## src/rtl/serial_adder_ctrl.sv

```systemverilog
// rtl/serial_adder_ctrl.sv - serial adder sequencer, two sum bits per clock
//
// Adds two WIDTH-bit operands plus carry-in with one shared 2-bit ripple
// slice, LSB chunk first, WIDTH/2 RUN cycles per operation.
// Optional feature macro: SERIAL_ADDER_OVF_EN (adds the ovf output).
//
// Ports:
//   clk        rising-edge clock
//   rst_n      synchronous active-low reset
//   in_valid   requester presents a, b, c_in
//   in_ready   operands accepted this cycle if in_valid (IDLE only)
//   a, b       operands, sampled on acceptance
//   c_in       carry-in, sampled on acceptance
//   out_valid  sum/c_out valid (DONE only)
//   out_ready  consumer takes the result
//   sum        registered (a+b+c_in) mod 2^WIDTH
//   c_out      registered carry out of bit WIDTH-1
//   busy       RUN or DONE
//   ovf        signed overflow (SERIAL_ADDER_OVF_EN only)

`timescale 1ns/1ps

module serial_adder_ctrl #(
  parameter int WIDTH = 8
) (
  input  logic             clk,
  input  logic             rst_n,
  input  logic             in_valid,
  output logic             in_ready,
  input  logic [WIDTH-1:0] a,
  input  logic [WIDTH-1:0] b,
  input  logic             c_in,
  output logic             out_valid,
  input  logic             out_ready,
  output logic [WIDTH-1:0] sum,
  output logic             c_out,
  output logic             busy
`ifdef SERIAL_ADDER_OVF_EN
  ,
  output logic             ovf
`endif
);

  localparam int HALF  = WIDTH / 2;
  localparam int CNT_W = (HALF > 1) ? $clog2(HALF) : 1;
  localparam logic [CNT_W-1:0] LAST_IDX = CNT_W'(HALF - 1);

  generate
    if ((WIDTH < 2) || ((WIDTH % 2) != 0)) begin : g_bad_width
      $error("serial_adder_ctrl: WIDTH must be even and >= 2");
    end
  endgenerate

  typedef enum logic [1:0] {
    S_IDLE = 2'd0,
    S_RUN  = 2'd1,
    S_DONE = 2'd2
  } state_t;

  state_t             state_q;
  logic [CNT_W-1:0]   idx_q;
  logic [CNT_W-1:0]   idx_d;
  logic               carry_q;
  logic [WIDTH-1:0]   a_q;
  logic [WIDTH-1:0]   b_q;
  logic [WIDTH-1:0]   sum_q;
  logic               c_out_q;
`ifdef SERIAL_ADDER_OVF_EN
  logic               ovf_q;
`endif

  // Shared 2-bit slice working on chunk idx_q.
  logic [1:0] a_chunk;
  logic [1:0] b_chunk;
  logic [2:0] chunk_sum;
  logic       mid_carry;

  assign a_chunk   = a_q[{idx_q, 1'b0} +: 2];
  assign b_chunk   = b_q[{idx_q, 1'b0} +: 2];
  assign chunk_sum = {1'b0, a_chunk} + {1'b0, b_chunk} + {2'b00, carry_q};
  // Carry from the low bit into the high bit of the chunk; on the final
  // chunk this is the carry into the MSB, used for signed overflow.
  assign mid_carry = (a_chunk[0] & b_chunk[0]) | (carry_q & (a_chunk[0] ^ b_chunk[0]));
  assign idx_d     = idx_q + 1'b1;

  always_ff @(posedge clk) begin
    if (!rst_n) begin
      state_q <= S_IDLE;
      idx_q   <= '0;
      carry_q <= 1'b0;
      a_q     <= '0;
      b_q     <= '0;
      sum_q   <= '0;
      c_out_q <= 1'b0;
`ifdef SERIAL_ADDER_OVF_EN
      ovf_q   <= 1'b0;
`endif
    end else begin
      case (state_q)
        S_IDLE: begin
          if (in_valid) begin
            a_q     <= a;
            b_q     <= b;
            carry_q <= c_in;
            idx_q   <= '0;
            sum_q   <= '0;
            c_out_q <= 1'b0;
`ifdef SERIAL_ADDER_OVF_EN
            ovf_q   <= 1'b0;
`endif
            state_q <= S_RUN;
          end
        end
        S_RUN: begin
          sum_q[{idx_q, 1'b0} +: 2] <= chunk_sum[1:0];
          carry_q <= chunk_sum[2];
          if (idx_q == LAST_IDX) begin
            c_out_q <= chunk_sum[2];
`ifdef SERIAL_ADDER_OVF_EN
            ovf_q   <= mid_carry ^ chunk_sum[2];
`endif
            idx_q   <= '0;
            state_q <= S_DONE;
          end else begin
            idx_q <= idx_d;
          end
        end
        S_DONE: begin
          if (out_ready) begin
            state_q <= S_IDLE;
          end
        end
        default: state_q <= S_IDLE;
      endcase
    end
  end

  // Handshake and status outputs decode straight from the state register.
  assign in_ready  = (state_q == S_IDLE);
  assign out_valid = (state_q == S_DONE);
  assign busy      = (state_q == S_RUN) || (state_q == S_DONE);
  assign sum       = sum_q;
  assign c_out     = c_out_q;
`ifdef SERIAL_ADDER_OVF_EN
  assign ovf       = ovf_q;
`else
  // mid_carry only feeds the overflow flag.
  logic unused_mid_carry;
  assign unused_mid_carry = mid_carry;
`endif

endmodule

```

## config.mk

```make
export PLATFORM = sky130hd
export DESIGN_NAME = serial_adder_ctrl
export DESIGN_NICKNAME = d
export VERILOG_FILES = /design/src/rtl/serial_adder_ctrl.sv
export SDC_FILE = /design/constraint.sdc
export NUM_CORES = 1
export LEC_CHECK = 0
export ABC_AREA = 1
export CAP_MARGIN = 20
export CORE_MARGIN = 3
export CORE_UTILIZATION = 40
export DETAILED_ROUTE_END_ITERATION = 7
export PLACE_DENSITY = 0.65
export SLEW_MARGIN = 10
export SYNTH_ARGS = -nofsm -noshare
export SYNTH_HDL_FRONTEND = slang
export SYNTH_SLANG_ARGS = --single-unit
```

## constraint.sdc

```tcl
create_clock -name clk -period 2.8 [get_ports clk]
set_clock_uncertainty 0.1 [all_clocks]
set_input_delay 0.7 -clock clk [delete_from_list [all_inputs] [get_ports clk]]
set_output_delay 0.7 -clock clk [all_outputs]
set_load 0.005 [all_outputs]
```

## Word-level counts from Yosys, hierarchy flattened

Index checks and enable logic that the tools add are counted.

- Reductions and logical operators: 7
- Add/subtract/negate cells: 4
- Mux-type cells: 15
- Eq/ne operators: 6
- Shift-type cells: 4

Operators by type and width:

| kind | count |
|---|---|
| case mux 8 bit (2 select lines) | 1 |
| indexed part select 8 x 4 -> 2 bit | 2 |
| 2-to-1 mux 2 bit | 5 |
| bitwise mux 8 bit | 1 |
| 2-to-1 mux 8 bit | 1 |
| variable shift 2 x 5 -> 8 bit (first input constant) | 1 |
| indexed part select 2 x 5 -> 8 bit | 1 |
| case mux 2 bit (3 select lines) | 1 |
| AND reduction 3 bit | 2 |
| negator 3 -> 5 bit | 1 |
| equality test 2 bit (second input constant) | 2 |
| != test 2 bit (second input constant) | 2 |
| case mux 1 bit (2 select lines) | 2 |
| case mux 2 bit (2 select lines) | 1 |
| AND reduction 2 bit | 2 |
| adder 2 x 2 -> 3 bit | 1 |
| adder 3 x 1 -> 3 bit | 1 |
| 2-to-1 mux 1 bit | 3 |
| adder 2 x 1 -> 2 bit (second input constant) | 1 |
| equality test 2 x 1 -> 1 bit (second input constant) | 1 |
| zero test 2 bit | 1 |
| != test 2 x 1 -> 1 bit (second input constant) | 1 |
| nonzero test 2 bit | 1 |
| logical OR 1 bit | 1 |

- Bits in registers: 30
- Bits of input ports: 21
- Output and inout port bits: 12
- Word-level logic and storage cells: 43

## Depth between registers and ports, before layout

- Depth after elaboration: 6
- Gate-level depth with buffers: 10
- Mapped depth without buffers: 9

## Least setup slack after synthesis

No wires, ideal clock.

- Path type: register to register
- Start point: reg idx_q[0]
- End point: reg sum_q[1] (netlist: sum[1])
- Path slack: 0.512 ns
- Required time: 2.630 ns
- Stages on the path, launching flop included: 11
- Setup time: 0.070 ns
- Period minus slack after synthesis: 2.288 ns
- Arrival: 2.118 ns
- Path buffers: 1
- Cell sequence: dfxtp_1 > inv_1 > buf_2 > o21ai_0 > o22ai_1 > fa_1 > fa_1 > inv_1 > nor3_1 > nand3_1 > a21oi_1

- Word-level cells in the longest chain between the ends: 6
- Elaborated cells on any way between the ends: 9
- Classes of those cells: add/sub: 3; shift: 4; mux: 2

RTL lines:

| what | RTL line | source |
|---|---|---|
| start, declared | 61 | `logic [CNT_W-1:0] idx_q;` |
| start signal, assigned | 125 | `idx_q <= idx_d;` |
| indexed part select 8 x 4 -> 2 bit (on tied branches) | 78, 79 |  |
| adder 2 x 2 -> 3 bit | 80 | `assign chunk_sum = {1'b0, a_chunk} + {1'b0, b_chunk} + {2'b00, carry_q};` |
| adder 3 x 1 -> 3 bit | 80 |  |
| indexed part select 2 x 5 -> 8 bit | 115 | `sum_q[{idx_q, 1'b0} +: 2] <= chunk_sum[1:0];` |
| bitwise mux 8 bit (*) | 115 |  |
| case mux 8 bit (2 select lines) (*) | 99 | `case (state_q)` |
| end signal, assigned by index | 115 |  |
| end, declared | 66 | `logic [WIDTH-1:0] sum_q;` |

Mark *: on every way between the ends. The rest lies on a longest branch, timed or not.
A chain may end at the register's enable or synchronous reset.

## Final worst setup path

Ends and elaborated chain as after synthesis.

==> results.yml <==
floorplanning:
  initial_core_util: 0.4382
  die_x_um: 68.11
  die_h_um: 68.11
  ios: 33
  row_count: 21
  core_um2: 3521
  die-area_um2: 4638
routing:
  final_antenna_net_count: 0
  drc: 0
  detail_route.iter0.violations: 40
  firstDrtPassIters: 4
  viasPerCell: 4.678
  wire_per_inst_um: 10.45
  finalWirelength_um: 3145
  vias: 1408
yosys:
  ys_warn_count: 0
  ys_types: 20
  synthCells: 220
  yosys-top-cells-count: "61 x nor2_1, 33 x nand2_1, 30 x dfxtp_1"
  yosysTopAreaCell: "dfxtp_1"
  ys_top_cells_by_area: "dfxtp_1 39%, nor2_1 15%, o21ai_0 8.1%, nand2_1 8.0%, ha_1 5.7%"
  syn_avg_cell_area_um2: 7.012
  synth-edff-count: 0
  synth_area_um2: 1543
  synth.most_common_cell: "nor2_1"
  yosysTopAreaCellShare: 0.3893
  seq_area_frac_synth: 0.3893
  ys.flop_type: "dfxtp_1"
  synth_nets: 250
  synthArstFlopShare: 0
  synth_seq_cells: 30
clock_network:
  clk_pin_slew_ns: 0.07
  clk_latency_ns: 0.28
  cts_root_buf: "clkbuf_8"
  max-clock-path-buffers: 2
  cts_tree: "yes"
  cts-htree-levels: 2
  cts_resized: 0
  post-cts-setup-buffers: 0
  postCtsHoldBufs: 0
  cts_buffers: 5
  cts_sinks: 30
global_route:
  track_usage: 0.1599
  grt_max_degree: 19
  antenna_found_initial: 0
  grt_pass1_wl_um: 5506
  first_global_vias: 1272
  globalRouteOverflowTotal: 0
power:
  comb_power_share: 0.478
  p_clk_frac: 0.244
  power.net_switching_uw: 863.4
  swShare: 0.3869
  ir_drop_v: 0.0004615
  p_seq_frac: 0.278
  leakagePower_uw: 0.0008786
  power_density_nw_per_um2: 1098
  intPower_uw: 1368
sta:
  setup_viol: 0
  max_freq_ghz: 0.4034
  relSlewSlack: 0.6723
  tns_ns: 0
  drv_slew: 0
  period_minus_slack_ns: 2.479
  hold_slack_ns: 0.3654
  final_hold_viol_count: 0
  rsz0062_at_grt: "false"
  fin_crit_sh: 0.8854
  worstMarginPinSlew_ns: 0.4915
placement:
  io_buffers: 32
  dp_cells: 293
  gp_congestion: 0.8888
  dp_hpwl_um: 2351
setup_path:
  worst-path-buf-inv: 2
  path_cells: "inv_1, o21ai_0, o22ai_1, fa_1, fa_1, inv_1, nor3_1, nand3_1, a21oi_1"
  crit_type: "flop to flop"
  cp_top_family: "adder cells"
  slowest_delay_ns: 0.55
  critPathMaxFanout: 12
  cpMaxStageDelayCell: "fa_1"
  worst_setup_path_start_kind: "flop"
  cp.arrival_ns: 2.60
  cp.required_ns: 2.92
  cp-end-kind: "flop"
final_layout:
  fin_nets: 284
  final_cells: 301
  diodes: 0
  drive_gt1_frac: 0.07451
  syn_to_final_growth_pct: 31.79
status:
  outcome: "finished clean"
flow_run:
  maxCapViolations: 0
min_path:
  hold_path_class: "flop to flop"
[sequential cells by signal, indices dropped and copies added (netlist names)]
name,cells
a_q,8
b_q,8
carry_q,1
sum,8
state_q,2
idx_q,2
c_out,1
[worst paths after layout]
kind	from	slack, ns	endpoint	depth (start not counted)
min	sum[1]	0.37	sum[1]	2
min reg2reg	sum[1]	0.37	sum[1]	2
max reg2reg	idx_q[0]	0.32	sum[1]	9
max	idx_q[0]	0.32	sum[1]	9
[power by group through the flow]
stage          Sequential, µW  Combinational (µW)  Clock [µW]
6_report                  620                1070         545
5_1_grt                   636                1250         569
4_1_cts                   622                1070         553
3_5_place_dp              630                1070           0
3_3_place_gp              629                1070           0
2_1_floorplan             616                 803           0
[per-stage QoR]
stage / setup slack (ns) / instance area, µm² / power [µW] / utilization
global placement: 0.4430 / 1891 / 1699 / 0.5370
CTS: 0.3511 / 2033 / 2247 / 0.5775
floorplan: 0.5125 / 1543 / 1418 / -
finish: 0.3210 / 2033 / 2231 / 0.5775
global route: 0.1064 / 2033 / 2456 / 0.5775
detailed placement: 0.3728 / 1891 / 1699 / 0.5370
[final cells by class]
cell class | count | area [µm²]
inverters | 22 | 82.58
flip-flops and latches | 30 | 600.6
clock buffers | 6 | 82.58
fillers | 364 | 1488
well taps | 46 | 57.56
multi-input cells | 161 | 814.5
clock inverters | 2 | 60.06
repair buffers | 34 | 335.3
[metal layers]
layer,global-route usage,share of wire,up-vias
li1,-,-,765
met1,0.1865,0.47,612
met2,0.2696,0.47,25
met3,0.03941,0.039,6
met4,0.08189,0.020,0
met5,0,0,-
[cell usage in the layout, fill, tap and decap left out, drive strengths merged]
cell type	instances
a21oi	7
buf	2
bufinv	2
clkbuf	6
clkdlybuf4s50	32
dfxtp	30
fa	2
ha	7
inv	22
nand2	39
nand3	11
nand4	1
nor2	61
nor3	2
o21ai	26
o22ai	4
or2	1
[logic make-up after synthesis]
family | share of synthesized area
simple gates | 0.3196
buf+inv | 0.08272
flops | 0.3893
fa+ha+maj | 0.08272
compound gates | 0.1257
[worst reg2reg max path: stages (launching register included)]
cell,delay (ns)
dfxtp_1,0.44
inv_1,0.22
o21ai_0,0.20
o22ai_1,0.12
fa_1,0.41
fa_1,0.55
inv_1,0.05
nor3_1,0.13
nand3_1,0.09
a21oi_1,0.11
(Power assumes the default switching activity.)
